### config.mk
export PLATFORM = sky130hd
export DESIGN_NAME = apb_reg_decoder_flat
export DESIGN_NICKNAME = d
export VERILOG_FILES = /design/src/rtl/apb_reg_pkg.sv /design/src/rtl/apb_reg_if.sv /design/src/rtl/apb_reg_addr_check.sv /design/src/rtl/apb_reg_decoder.sv /design/src/flat_wrapper.sv
export SDC_FILE = /design/constraint.sdc
export NUM_CORES = 1
export LEC_CHECK = 0
export CAP_MARGIN = 30
export CORE_UTILIZATION = 34
export CTS_CLUSTER_SIZE = 30
export DETAILED_ROUTE_END_ITERATION = 8
export GPL_TIMING_DRIVEN = 0
export PLACE_DENSITY = 0.8
export SYNTH_ARGS = -nofsm -noshare
export SYNTH_HDL_FRONTEND = slang
export SYNTH_SLANG_ARGS = --single-unit
export TNS_END_PERCENT = 10
### constraint.sdc
create_clock -name pclk -period 3.3 [get_ports pclk]
set_input_delay 0.66 -clock pclk [delete_from_list [all_inputs] [get_ports pclk]]
set_output_delay 0.66 -clock pclk [all_outputs]
set_load 0.02 [all_outputs]
### src/rtl/apb_reg_pkg.sv
// Shared types and decode constants for the APB register decoder.
package apb_reg_pkg;

  typedef enum logic [1:0] {
    ST_IDLE     = 2'd0,
    ST_ACCESS   = 2'd1,
    ST_ERR_WAIT = 2'd2
  } state_e;

  localparam int DEC_ADDR_MSB = 7;
  localparam int IDX_W        = 4;

endpackage

### src/rtl/apb_reg_if.sv
// APB completer-side bus bundle used by the register decoder.
interface apb_reg_if;
  logic [31:0] paddr;
  logic        psel;
  logic        penable;
  logic        pwrite;
  logic        pready;
  logic        pslverr;

  modport master (output paddr, psel, penable, pwrite, input pready, pslverr);
  modport slave  (input paddr, psel, penable, pwrite, output pready, pslverr);
endinterface

### src/rtl/apb_reg_addr_check.sv
// Combinational word-index extraction and access-permission check.
module apb_reg_addr_check
  import apb_reg_pkg::*;
#(
  parameter int                  NUM_REGS = 8,
  parameter logic [NUM_REGS-1:0] RD_MASK  = '1,
  parameter logic [NUM_REGS-1:0] WR_MASK  = '1
) (
  input  logic [DEC_ADDR_MSB:0] addr,
  input  logic                  write,
  output logic [IDX_W-1:0]      idx,
  output logic                  err
);

  localparam int                  WORD_W  = DEC_ADDR_MSB - 1;
  localparam logic [WORD_W-1:0]   NUM_W   = WORD_W'(NUM_REGS);
  localparam logic [15:0]         RD_EXT  = 16'(RD_MASK);
  localparam logic [15:0]         WR_EXT  = 16'(WR_MASK);

  logic [WORD_W-1:0] word;
  logic              in_range;
  logic              perm;

  always_comb begin
    word     = addr[DEC_ADDR_MSB:2];
    idx      = word[IDX_W-1:0];
    in_range = (word < NUM_W);
    // idx is only meaningful when in range, so the permission lookup can use the truncated index
    perm     = write ? WR_EXT[idx] : RD_EXT[idx];
    err      = (addr[1:0] != 2'b00) || !in_range || !perm;
  end

endmodule

### src/rtl/apb_reg_decoder.sv
// APB register decoder: setup-phase capture, wait-state counter, strobes and read side-effect pulse.
module apb_reg_decoder
  import apb_reg_pkg::*;
#(
  parameter int                  NUM_REGS    = 8,
  parameter int                  WAIT_STATES = 0,
  parameter logic [NUM_REGS-1:0] RD_MASK     = '1,
  parameter logic [NUM_REGS-1:0] WR_MASK     = '1,
  parameter logic [NUM_REGS-1:0] RDSIDE_MASK = '0
) (
  input  logic                pclk,
  input  logic                n_rst,
  apb_reg_if.slave            bus,
  output logic [NUM_REGS-1:0] wr_stb,
  output logic [NUM_REGS-1:0] rd_stb,
  output logic [NUM_REGS-1:0] rd_side,
  output logic [IDX_W-1:0]    rd_idx
);

  localparam logic [2:0]  WAIT_LD  = 3'(WAIT_STATES);
  localparam logic [15:0] SIDE_EXT = 16'(RDSIDE_MASK);

  state_e              state_q, state_d;
  logic [2:0]          cnt_q, cnt_d;
  logic [IDX_W-1:0]    idx_q, idx_d;
  logic                wr_q, wr_d;
  logic                err_q, err_d;
  logic [NUM_REGS-1:0] rd_side_q, rd_side_d;
  logic [NUM_REGS-1:0] idx_oh;
  logic [IDX_W-1:0]    dec_idx;
  logic                dec_err;
  logic                pready_c, pslverr_c;
  logic                unused_hi;

  assign unused_hi = ^bus.paddr[31:DEC_ADDR_MSB+1];

  apb_reg_addr_check #(
    .NUM_REGS (NUM_REGS),
    .RD_MASK  (RD_MASK),
    .WR_MASK  (WR_MASK)
  ) u_addr_check (
    .addr  (bus.paddr[DEC_ADDR_MSB:0]),
    .write (bus.pwrite),
    .idx   (dec_idx),
    .err   (dec_err)
  );

  always_comb begin
    for (int i = 0; i < NUM_REGS; i++) begin
      idx_oh[i] = (idx_q == IDX_W'(i));
    end
  end

  always_comb begin
    state_d   = state_q;
    cnt_d     = cnt_q;
    idx_d     = idx_q;
    wr_d      = wr_q;
    err_d     = err_q;
    rd_side_d = '0;
    pready_c  = 1'b0;
    pslverr_c = 1'b0;
    wr_stb    = '0;
    rd_stb    = '0;
    rd_idx    = '0;
    case (state_q)
      ST_IDLE: begin
        if (bus.penable) begin
          state_d = ST_ERR_WAIT;
        end else if (bus.psel) begin
          state_d = ST_ACCESS;
          cnt_d   = WAIT_LD;
          idx_d   = dec_idx;
          wr_d    = bus.pwrite;
          err_d   = dec_err;
        end
      end
      ST_ACCESS: begin
        if (!bus.psel) begin
          // master abandoned the transfer: drop it silently
          state_d = ST_IDLE;
          cnt_d   = '0;
        end else begin
          if (!wr_q && !err_q) begin
            rd_stb = idx_oh;
            rd_idx = idx_q;
          end
          if (bus.penable) begin
            if (cnt_q != 3'd0) begin
              cnt_d = cnt_q - 3'd1;
            end else begin
              state_d   = ST_IDLE;
              pready_c  = 1'b1;
              pslverr_c = err_q;
              if (wr_q && !err_q) wr_stb = idx_oh;
              if (!wr_q && !err_q && SIDE_EXT[idx_q]) rd_side_d = idx_oh;
            end
          end
        end
      end
      ST_ERR_WAIT: begin
        if (!bus.penable) state_d = ST_IDLE;
      end
      default: state_d = ST_IDLE;
    endcase
  end

  always_ff @(posedge pclk or negedge n_rst) begin
    if (!n_rst) begin
      state_q   <= ST_IDLE;
      cnt_q     <= '0;
      idx_q     <= '0;
      wr_q      <= 1'b0;
      err_q     <= 1'b0;
      rd_side_q <= '0;
    end else begin
      state_q   <= state_d;
      cnt_q     <= cnt_d;
      idx_q     <= idx_d;
      wr_q      <= wr_d;
      err_q     <= err_d;
      rd_side_q <= rd_side_d;
    end
  end

  assign bus.pready  = pready_c;
  assign bus.pslverr = pslverr_c;
  assign rd_side     = rd_side_q;

endmodule

### src/flat_wrapper.sv
// flat-port wrapper written by rule: the top's interface ports become plain ports
module apb_reg_decoder_flat import apb_reg_pkg::*;
#(
  parameter int                  NUM_REGS    = 8,
  parameter int                  WAIT_STATES = 0,
  parameter logic [NUM_REGS-1:0] RD_MASK     = '1,
  parameter logic [NUM_REGS-1:0] WR_MASK     = '1,
  parameter logic [NUM_REGS-1:0] RDSIDE_MASK = '0
)
  (pclk, n_rst, wr_stb, rd_stb, rd_side, rd_idx, bus_paddr, bus_psel, bus_penable, bus_pwrite, bus_pready, bus_pslverr);
  apb_reg_if bus_i ();
  input  logic pclk;
  input  logic n_rst;
  output logic [NUM_REGS-1:0] wr_stb;
  output logic [NUM_REGS-1:0] rd_stb;
  output logic [NUM_REGS-1:0] rd_side;
  output logic [IDX_W-1:0] rd_idx;
  input wire logic [$bits(bus_i.paddr)-1:0] bus_paddr;
  input wire logic [$bits(bus_i.psel)-1:0] bus_psel;
  input wire logic [$bits(bus_i.penable)-1:0] bus_penable;
  input wire logic [$bits(bus_i.pwrite)-1:0] bus_pwrite;
  output wire logic [$bits(bus_i.pready)-1:0] bus_pready;
  output wire logic [$bits(bus_i.pslverr)-1:0] bus_pslverr;
  assign bus_i.paddr = bus_paddr;
  assign bus_i.psel = bus_psel;
  assign bus_i.penable = bus_penable;
  assign bus_i.pwrite = bus_pwrite;
  assign bus_pready = bus_i.pready;
  assign bus_pslverr = bus_i.pslverr;
  apb_reg_decoder #(.NUM_REGS(NUM_REGS), .WAIT_STATES(WAIT_STATES), .RD_MASK(RD_MASK), .WR_MASK(WR_MASK), .RDSIDE_MASK(RDSIDE_MASK)) u_core (.pclk(pclk), .n_rst(n_rst), .bus(bus_i), .wr_stb(wr_stb), .rd_stb(rd_stb), .rd_side(rd_side), .rd_idx(rd_idx));
endmodule
## Word level (Yosys, flattened, before mapping)

Memories as Yosys holds them, arrays and structs flattened.
Index checks and enable logic that the tools add are counted.

- Add/subtract/negate cells: 1
- Multipliers: 0
- Div/mod/pow operators: 0
- Magnitude comparators: 3
- Equality and inequality tests: 16
- Shift operators: 0
- Multiplexer cells: 39
- Bitwise gates (word level): 1
- Reductions and logical operators: 17

Operators by type and width:

| kind | count |
|---|---|
| 2-to-1 mux 8 bit | 13 |
| == test 4 x 3 -> 1 bit (second input constant) | 4 |
| 2-to-1 mux 3 bit | 5 |
| 2-to-1 mux 2 bit | 6 |
| 2-to-1 mux 4 bit | 3 |
| < comparator 4 x 5 -> 1 bit (second input constant) | 2 |
| 2-to-1 mux 1 bit | 10 |
| != test 3 bit (second input constant) | 3 |
| == test 4 x 2 -> 1 bit (second input constant) | 2 |
| < comparator 6 x 4 -> 1 bit (second input constant) | 1 |
| != test 2 bit (second input constant) | 3 |
| one-hot mux 2 bit (3 select lines) | 1 |
| one-hot mux 3 bit (2 select lines) | 1 |
| AND reduction 5 bit | 1 |
| == test 4 x 1 -> 1 bit (second input constant) | 1 |
| zero test 1 bit | 4 |
| zero test 4 bit | 1 |
| AND reduction 4 bit | 1 |
| nonzero test 2 bit | 2 |
| logical AND 1 bit | 3 |
| != test 3 x 2 -> 1 bit (second input constant) | 1 |
| AND reduction 3 bit | 1 |
| nonzero test 3 bit | 1 |
| subtractor 3 x 1 -> 3 bit (second input constant) | 1 |
| other kinds (5) | 6 |

- Register bits: 19
- Latch bits: 0
- RAM bits: 0
- ROM bits: 32
- Input port bits: 37
- Output and inout port bits: 30
- Memories: 2

Memory list:

| memory | depth | width | rd ports | clocked after Yosys merged registers in | write ports | RTL line | text |
|---|---|---|---|---|---|---|---|
| (name not given) | 16 | 1 | 1 | 0 | 0 | apb_reg_decoder.sv:96 | `if (!wr_q && !err_q && SIDE_EXT[idx_q]) rd_side_d = idx_oh;` |
| (name not given) | 16 | 1 | 1 | 0 | 0 | apb_reg_addr_check.sv:29 | `perm = write ? WR_EXT[idx] : RD_EXT[idx];` |

## Depth between registers and ports, before layout

Gate-level depths: netlist (run 1).

- Depth after elaboration: 8
- Mapped depth: 6
- Mapped depth without buffers: 6

## Modules after synthesis

A second synthesis (run 1) with hierarchy kept.

- Cells, all modules: 91
- Area total of the unflattened synthesis: 875.8 µm²

By module, submodules not included:

| module | times used | cells each | area each (µm²) |
|---|---|---|---|
| apb_reg_decoder | 1 | 84 | 833.3 |
| apb_reg_addr_check | 1 | 7 | 42.5 |

## Least setup slack after synthesis (run 1)

No wires, ideal clock.

- Path kind: input port to output port
- From: input bus_psel
- To: output wr_stb[1]
- Arrival time: 1,765 ps
- Data required time: 2,640 ps
- Setup slack: 875 ps
- Stages: 4
- Buffers on the path: 0
- Cells stage by stage: nand3b_4 -> nor3_4 -> nand4b_1 -> nor3_1

- Cells in the longest elaborated chain, start to end: 2

RTL lines:

| item | RTL line | text |
|---|---|---|
| start, declared | flat_wrapper.sv:19 | `input wire logic [$bits(bus_i.psel)-1:0] bus_psel;` |
| 2-to-1 mux 8 bit | apb_reg_decoder.sv:79 | `if (!bus.psel) begin` |
| 2-to-1 mux 8 bit | apb_reg_decoder.sv:66 | `case (state_q)` |
| end, declared | flat_wrapper.sv:14 | `output logic [NUM_REGS-1:0] wr_stb;` |

Every way passes these cells.

## Final worst setup path (run 1)

- From: input bus_penable
- To: output wr_stb[3]

- Cells in the longest elaborated chain, start to end: 3

RTL lines:

| item | RTL line | text |
|---|---|---|
| start, declared | flat_wrapper.sv:20 | `input wire logic [$bits(bus_i.penable)-1:0] bus_penable;` |
| 2-to-1 mux 8 bit | apb_reg_decoder.sv:88 | `if (bus.penable) begin` |
| 2-to-1 mux 8 bit | apb_reg_decoder.sv:79 |  |
| 2-to-1 mux 8 bit | apb_reg_decoder.sv:66 |  |

Every way passes these cells.

==> qor.yml, run 1 <==
status: "finished, final reports clean"
gp_congestion: 0.7924
final_cell_area_um2: 1232
min_path_type: "flop to flop"
startpoint: "bus_penable"
slew_headroom_pct: 63.67
nets: 174
io_buffers: 34
layout_setup_ws_ps: 295.2
syn2layout_area_growth_pct: 53.91
ctsLongestPathBuffers: 2
grt_max_degree: 12
std_cell_rows: 17
cts_buffers: 3
cts.htree.levels: 1
dieHeight_um: 50.53
grt_pass1_vias: 714
p_per_area_nw_per_um2: 294.9
final_layout_size_suffix_gt1_share_pct: 17.91
max_freq_mhz: 332.8
dr.pass1.iters: 4
antenna_found_initial: 0
layout_commonest_cell: "clkdlybuf4s50_1"
synth_cells: 89
postRouteAntennaNets: 0
wl_per_cell_um: 10.79
num_vias: 748
cp.arrival_ps: 2340
preCtsSetupSlack_ps: -85.36
die_x_um: 50.53
cp.required_ps: 2640
max_cap_violations: 0
start_kind: "primary input"
synth.yosys.warnings: 0
reg2reg_depth: 5
rsz0062_at_grt: "no"
drc: 0
ir_drop_mv: 0.2097
antenna_cells: 0
yosysUniqueCellTypes: 29
yosysSeqAreaShare_pct: 34.38
cp-endpoint: "wr_stb[3]"
worst-path-max-fanout: 5
path_class: "primary input to output pin"
fin_crit_sh_pct: 91.06
cts_sinks: 11
start_util_pct: 36.20
synth_seq_cells: 11
finalMaxSlewViolations: 0
end_kind: "output pin"
netlist_area_um2: 800.8
utilization_pct: 55.71
reg2reg_to: "u_core.cnt_q[1]"
via_per_inst: 4.617
drt_iter0_drc: 3
dp_hpwl_mm: 1.434
r2r_setup_slack_ps: 1650
wl_mm: 1.748
ios: 67
grt_overflow: 0
clkTransAtPathRegs_ps: 70
finalCriticalPeriod_ps: 3005
worst_pin_slew_ps: 542.7
timing.rr.start: "u_core.state_q[0]"
syn_avg_cell_area_um2: 8.997
final_cell_mix: "26 x clkdlybuf4s50_1, 19 x nor2_1, 11 x dfrtp_1, 8 x buf_4, 8 x conb_1"
clock_latency_ps: 270
track_usage_pct: 15.62
total_power_mw: 0.3635
setup_viol: 0
grt_pass1_wl_mm: 3.001
clock-root-buffer: "clkbuf_4"
cts_tree: "built"
die_area_um2: 2553
finalSetupTns_ps: 0
p_leak_nw: 0.5784
hold_violations: 0
dpl_cell_area_um2: 1202
ctsHoldBuffers: 0
core-area_um2: 2212
fin_worst_skew_ps: 2.378
worst max-delay path, cell delays in order:
cell and delay, ps:
dlygate4sd2_1 330, inv_1 140, nor3_4 260, nand4b_1 200, nor2_1 140, clkdlybuf4s50_1 610
kinds of logic after synthesis:
kind of cell	Yosys count	share of synthesized area, %
other	1	0.4683
buffers and inverters	15	11.72
muxes	6	8.437
and+or+nand+nor	48	37.03
AOI/OAI and AO/OA	6	4.844
DFF	11	34.37
adders and majority gates	2	3.125
sequential cells by signal (all words and copies together) (netlist names):
| name | cells |
|---|---|
| u_core.cnt_q | 3 |
| u_core.wr_q | 1 |
| u_core.idx_q | 4 |
| u_core.state_q | 2 |
| u_core.err_q | 1 |
cell type report:
| type | count | area, µm² |
|---|---|---|
| plain buffers | 11 | 78.83 |
| clock buffers | 4 | 26.28 |
| fillers | 201 | 979.7 |
| inverters | 4 | 15.01 |
| multi-input cells | 70 | 464.2 |
| flip-flops and latches | 11 | 275.3 |
| well taps | 28 | 35.03 |
| repair buffers | 34 | 337.8 |
routing by layer:
metal  GRT usage (%)  up-vias  wire, µm
met4           6.944        0        29
li1                -      376         -
met3           2.727        3       140
met1           18.08      334       706
met2           27.78       35       871
met5               0        -         0
worst min path at each step:
stage | end | start | depth (start not counted) | slack (ps)
after floorplan | u_core.cnt_q[0] | n_rst | 0 | 360
after global placement | u_core.cnt_q[1] | u_core.cnt_q[1] | 1 | 470
after detailed placement | u_core.cnt_q[1] | u_core.cnt_q[1] | 1 | 500
after CTS | u_core.cnt_q[1] | u_core.cnt_q[1] | 1 | 510
after global routing | u_core.cnt_q[1] | u_core.cnt_q[1] | 1 | 520
final | u_core.cnt_q[1] | u_core.cnt_q[1] | 1 | 500
report_power, final:
group / internal (mW) / switching [mW]
sequential: 0.152 / 0.0133
combinational: 0.0489 / 0.0563
clock: 0.0469 / 0.0457
stage by stage:
stage / hold slack [ps] / std cells
2_1_floorplan: 364.4 / 96
3_3_place_gp: 470.3 / 158
3_5_place_dp: 496.0 / 158
4_1_cts: 512.4 / 162
5_1_grt: 522.6 / 162
6_report: 504.8 / 162
what timing repair did:
action                                 4_1_cts  5_1_grt
setup endpoints to repair                    7        8
pin swaps                                    0        0
endpoints found under the hold margin        0        0
gates resized for setup                      7        2
buffers inserted                             0        0
gates cloned                                 0        0
Yosys cell counts:
cell type / count / area share (%)
nor2_1: 19 / 8.9
dfrtp_1: 11 / 34
buf_4: 8 / 7.5
and2_1: 5 / 3.9
mux2_2: 5 / 7.0
nor3_1: 5 / 3.1
inv_1: 4 / 1.9
nand2_1: 3 / 1.4
nand2b_1: 3 / 2.3
nand4b_1: 3 / 3.3
buf_1: 2 / 0.94
ha_1: 2 / 3.1
nand4_1: 2 / 1.6
o21ai_0: 2 / 1.3
a21oi_1: 1 / 0.62
a21oi_2: 1 / 1.1
a31oi_1: 1 / 0.78
and3b_2: 1 / 1.3
buf_6: 1 / 1.4
conb_1: 1 / 0.47
mux2_1: 1 / 1.4
nand2_2: 1 / 0.78
nand3b_4: 1 / 2.5
nor2b_1: 1 / 0.78
nor3_2: 1 / 1.3
nor3_4: 1 / 2.0
nor3b_1: 1 / 0.94
nor4b_4: 1 / 3.0
o31a_1: 1 / 1.1
(Power assumes the default switching activity.)
==> run 2: changes to the inputs <==
Settings changed: REMOVE_ABC_BUFFERS set to 1.
==> run 2 against run 1 <==
  * The run now ends with setup timing left
  * Clock skew about the same
  * Maximum frequency is 9.4% lower
  * Die area did not move
  * Critical path type unchanged
==> qor.yml, run 2 (synthesis results as in run 1) <==
status: "complete, but fails checks"
violations: "setup timing"
max_cap_violations: 0
total_power_mw: 0.3555
core-area_um2: 2212
antenna_cells: 0
path_class: "primary input to output pin"
dp_hpwl_mm: 1.405
p_per_area_nw_per_um2: 301.3
die_area_um2: 2553
end_kind: "output pin"
grt_pass1_wl_mm: 2.780
largest_register_ff_count: 4
start_util_pct: 36.20
cts.htree.levels: 1
via_per_inst: 4.702
hold_violations: 0
finalCriticalPeriod_ps: 3316
postRouteAntennaNets: 0
cp.arrival_ps: 2660
final_cell_area_um2: 1180
fillCellCount: 217
dpl_cell_area_um2: 1124
ios: 67
clkTransAtPathRegs_ps: 70
layout_commonest_cell: "clkdlybuf4s50_1"
grt_pass1_vias: 677
fin_hold_ws_ps: 504.1
utilization_pct: 53.34
cts_sinks: 11
wl_per_cell_um: 11.98
slew_headroom_pct: 63.08
cts_tree: "built"
std_cell_rows: 17
reg.largest.list: "u_core.idx_q: 4 flops, u_core.cnt_q: 3 flops, u_core.state_q: 2 flops"
antenna_found_initial: 0
largest_register: "u_core.idx_q"
grt_max_degree: 12
max_freq_mhz: 301.6
wl_mm: 1.809
clock_latency_ps: 270
nets: 163
fin_worst_skew_ps: 2.613
dr.pass1.iters: 4
rsz0062_at_grt: "yes"
io_buffers: 34
cp.required_ps: 2640
post-place-cells: 147
clock-root-buffer: "clkbuf_4"
final_cell_mix: "20 x clkdlybuf4s50_1, 19 x nor2_1, 11 x dlymetal6s2s_1, 11 x dfrtp_1, 8 x conb_1"
drc: 0
grt_overflow: 0
start_kind: "primary input"
finalMaxSlewViolations: 0
track_usage_pct: 14.50
dieHeight_um: 50.53
post-cts-setup-buffer-count: 0
final_cell_count_no_fill: 151
ir_drop_mv: 0.2240
p_leak_nw: 0.6840
die_x_um: 50.53
worst_pin_slew_ps: 551.5
fin_crit_sh_pct: 100.5
min_path_type: "flop to flop"
gp_congestion: 0.7701
finalSetupTns_ps: -15.79
layout_setup_ws_ps: -15.79
ctsLongestPathBuffers: 2
num_vias: 710
final_layout_size_suffix_gt1_share_pct: 12.20
setup_viol: 1
worst-path-max-fanout: 5
drt_iter0_drc: 12
preCtsSetupSlack_ps: -60.61
cts_buffers: 3
syn2layout_area_growth_pct: 47.34
run 2: report_power, final:
part / total, mW / switching [mW] / internal (mW)
clock network: 0.0945 / 0.0475 / 0.0469
logic: 0.0820 / 0.0423 / 0.0397
registers: 0.179 / 0.0267 / 0.152
total: 0.355 / 0.117 / 0.239
run 2: per-layer routing:
metal	track usage [%]	routed length, µm	vias to the layer above
li1	-	-	349
met3	3.333	122	3
met2	26.22	876	34
met4	7.407	25	0
met5	0	0	-
met1	15.54	785	324
run 2: path summary, 6_finish.rpt:
| path | startpoint | endpoint | slack, ps | depth (start not counted) |
|---|---|---|---|---|
| max in group asynchronous | n_rst | u_core.idx_q[1] | 2260 | 1 |
| worst min register to register | u_core.cnt_q[1] | u_core.cnt_q[1] | 500 | 1 |
| worst max-delay path | bus_psel | wr_stb[3] | -20 | 6 |
| worst max register to register | u_core.state_q[0] | u_core.cnt_q[1] | 1620 | 4 |
| min in group asynchronous | n_rst | u_core.wr_q | 710 | 1 |
| worst min-delay path | u_core.cnt_q[1] | u_core.cnt_q[1] | 500 | 1 |
run 2: final cells by class:
cell class                 count  area, µm²  area share (%)
multi-input combinational     70      464.2           39.34
tap                           28      35.03           2.969
clock buffer                   4      26.28           2.227
inverter                       4      15.01           1.273
timing repair buffer          34      364.1           30.86
sequential                    11      275.3           23.33
run 2: critical path, stage by stage:
cell and delay (ps):
clkdlybuf4s50_1 590, nand3b_4 160, nor3_4 250, nand4b_1 230, nor2_1 160, clkdlybuf4s50_1 610
run 2: timing repair:
action                                 4_1_cts  5_1_grt
setup endpoints to repair                    6       12
hold buffers                                 0        0
gates resized for setup                      4       11
endpoints found under the hold margin        0        0
==> run 3: changes to the inputs <==
Settings changed: SLEW_MARGIN set to 10.
==> results of run 3 <==
Same layout as run 2: the final DEF is identical, and so are final timing and power.
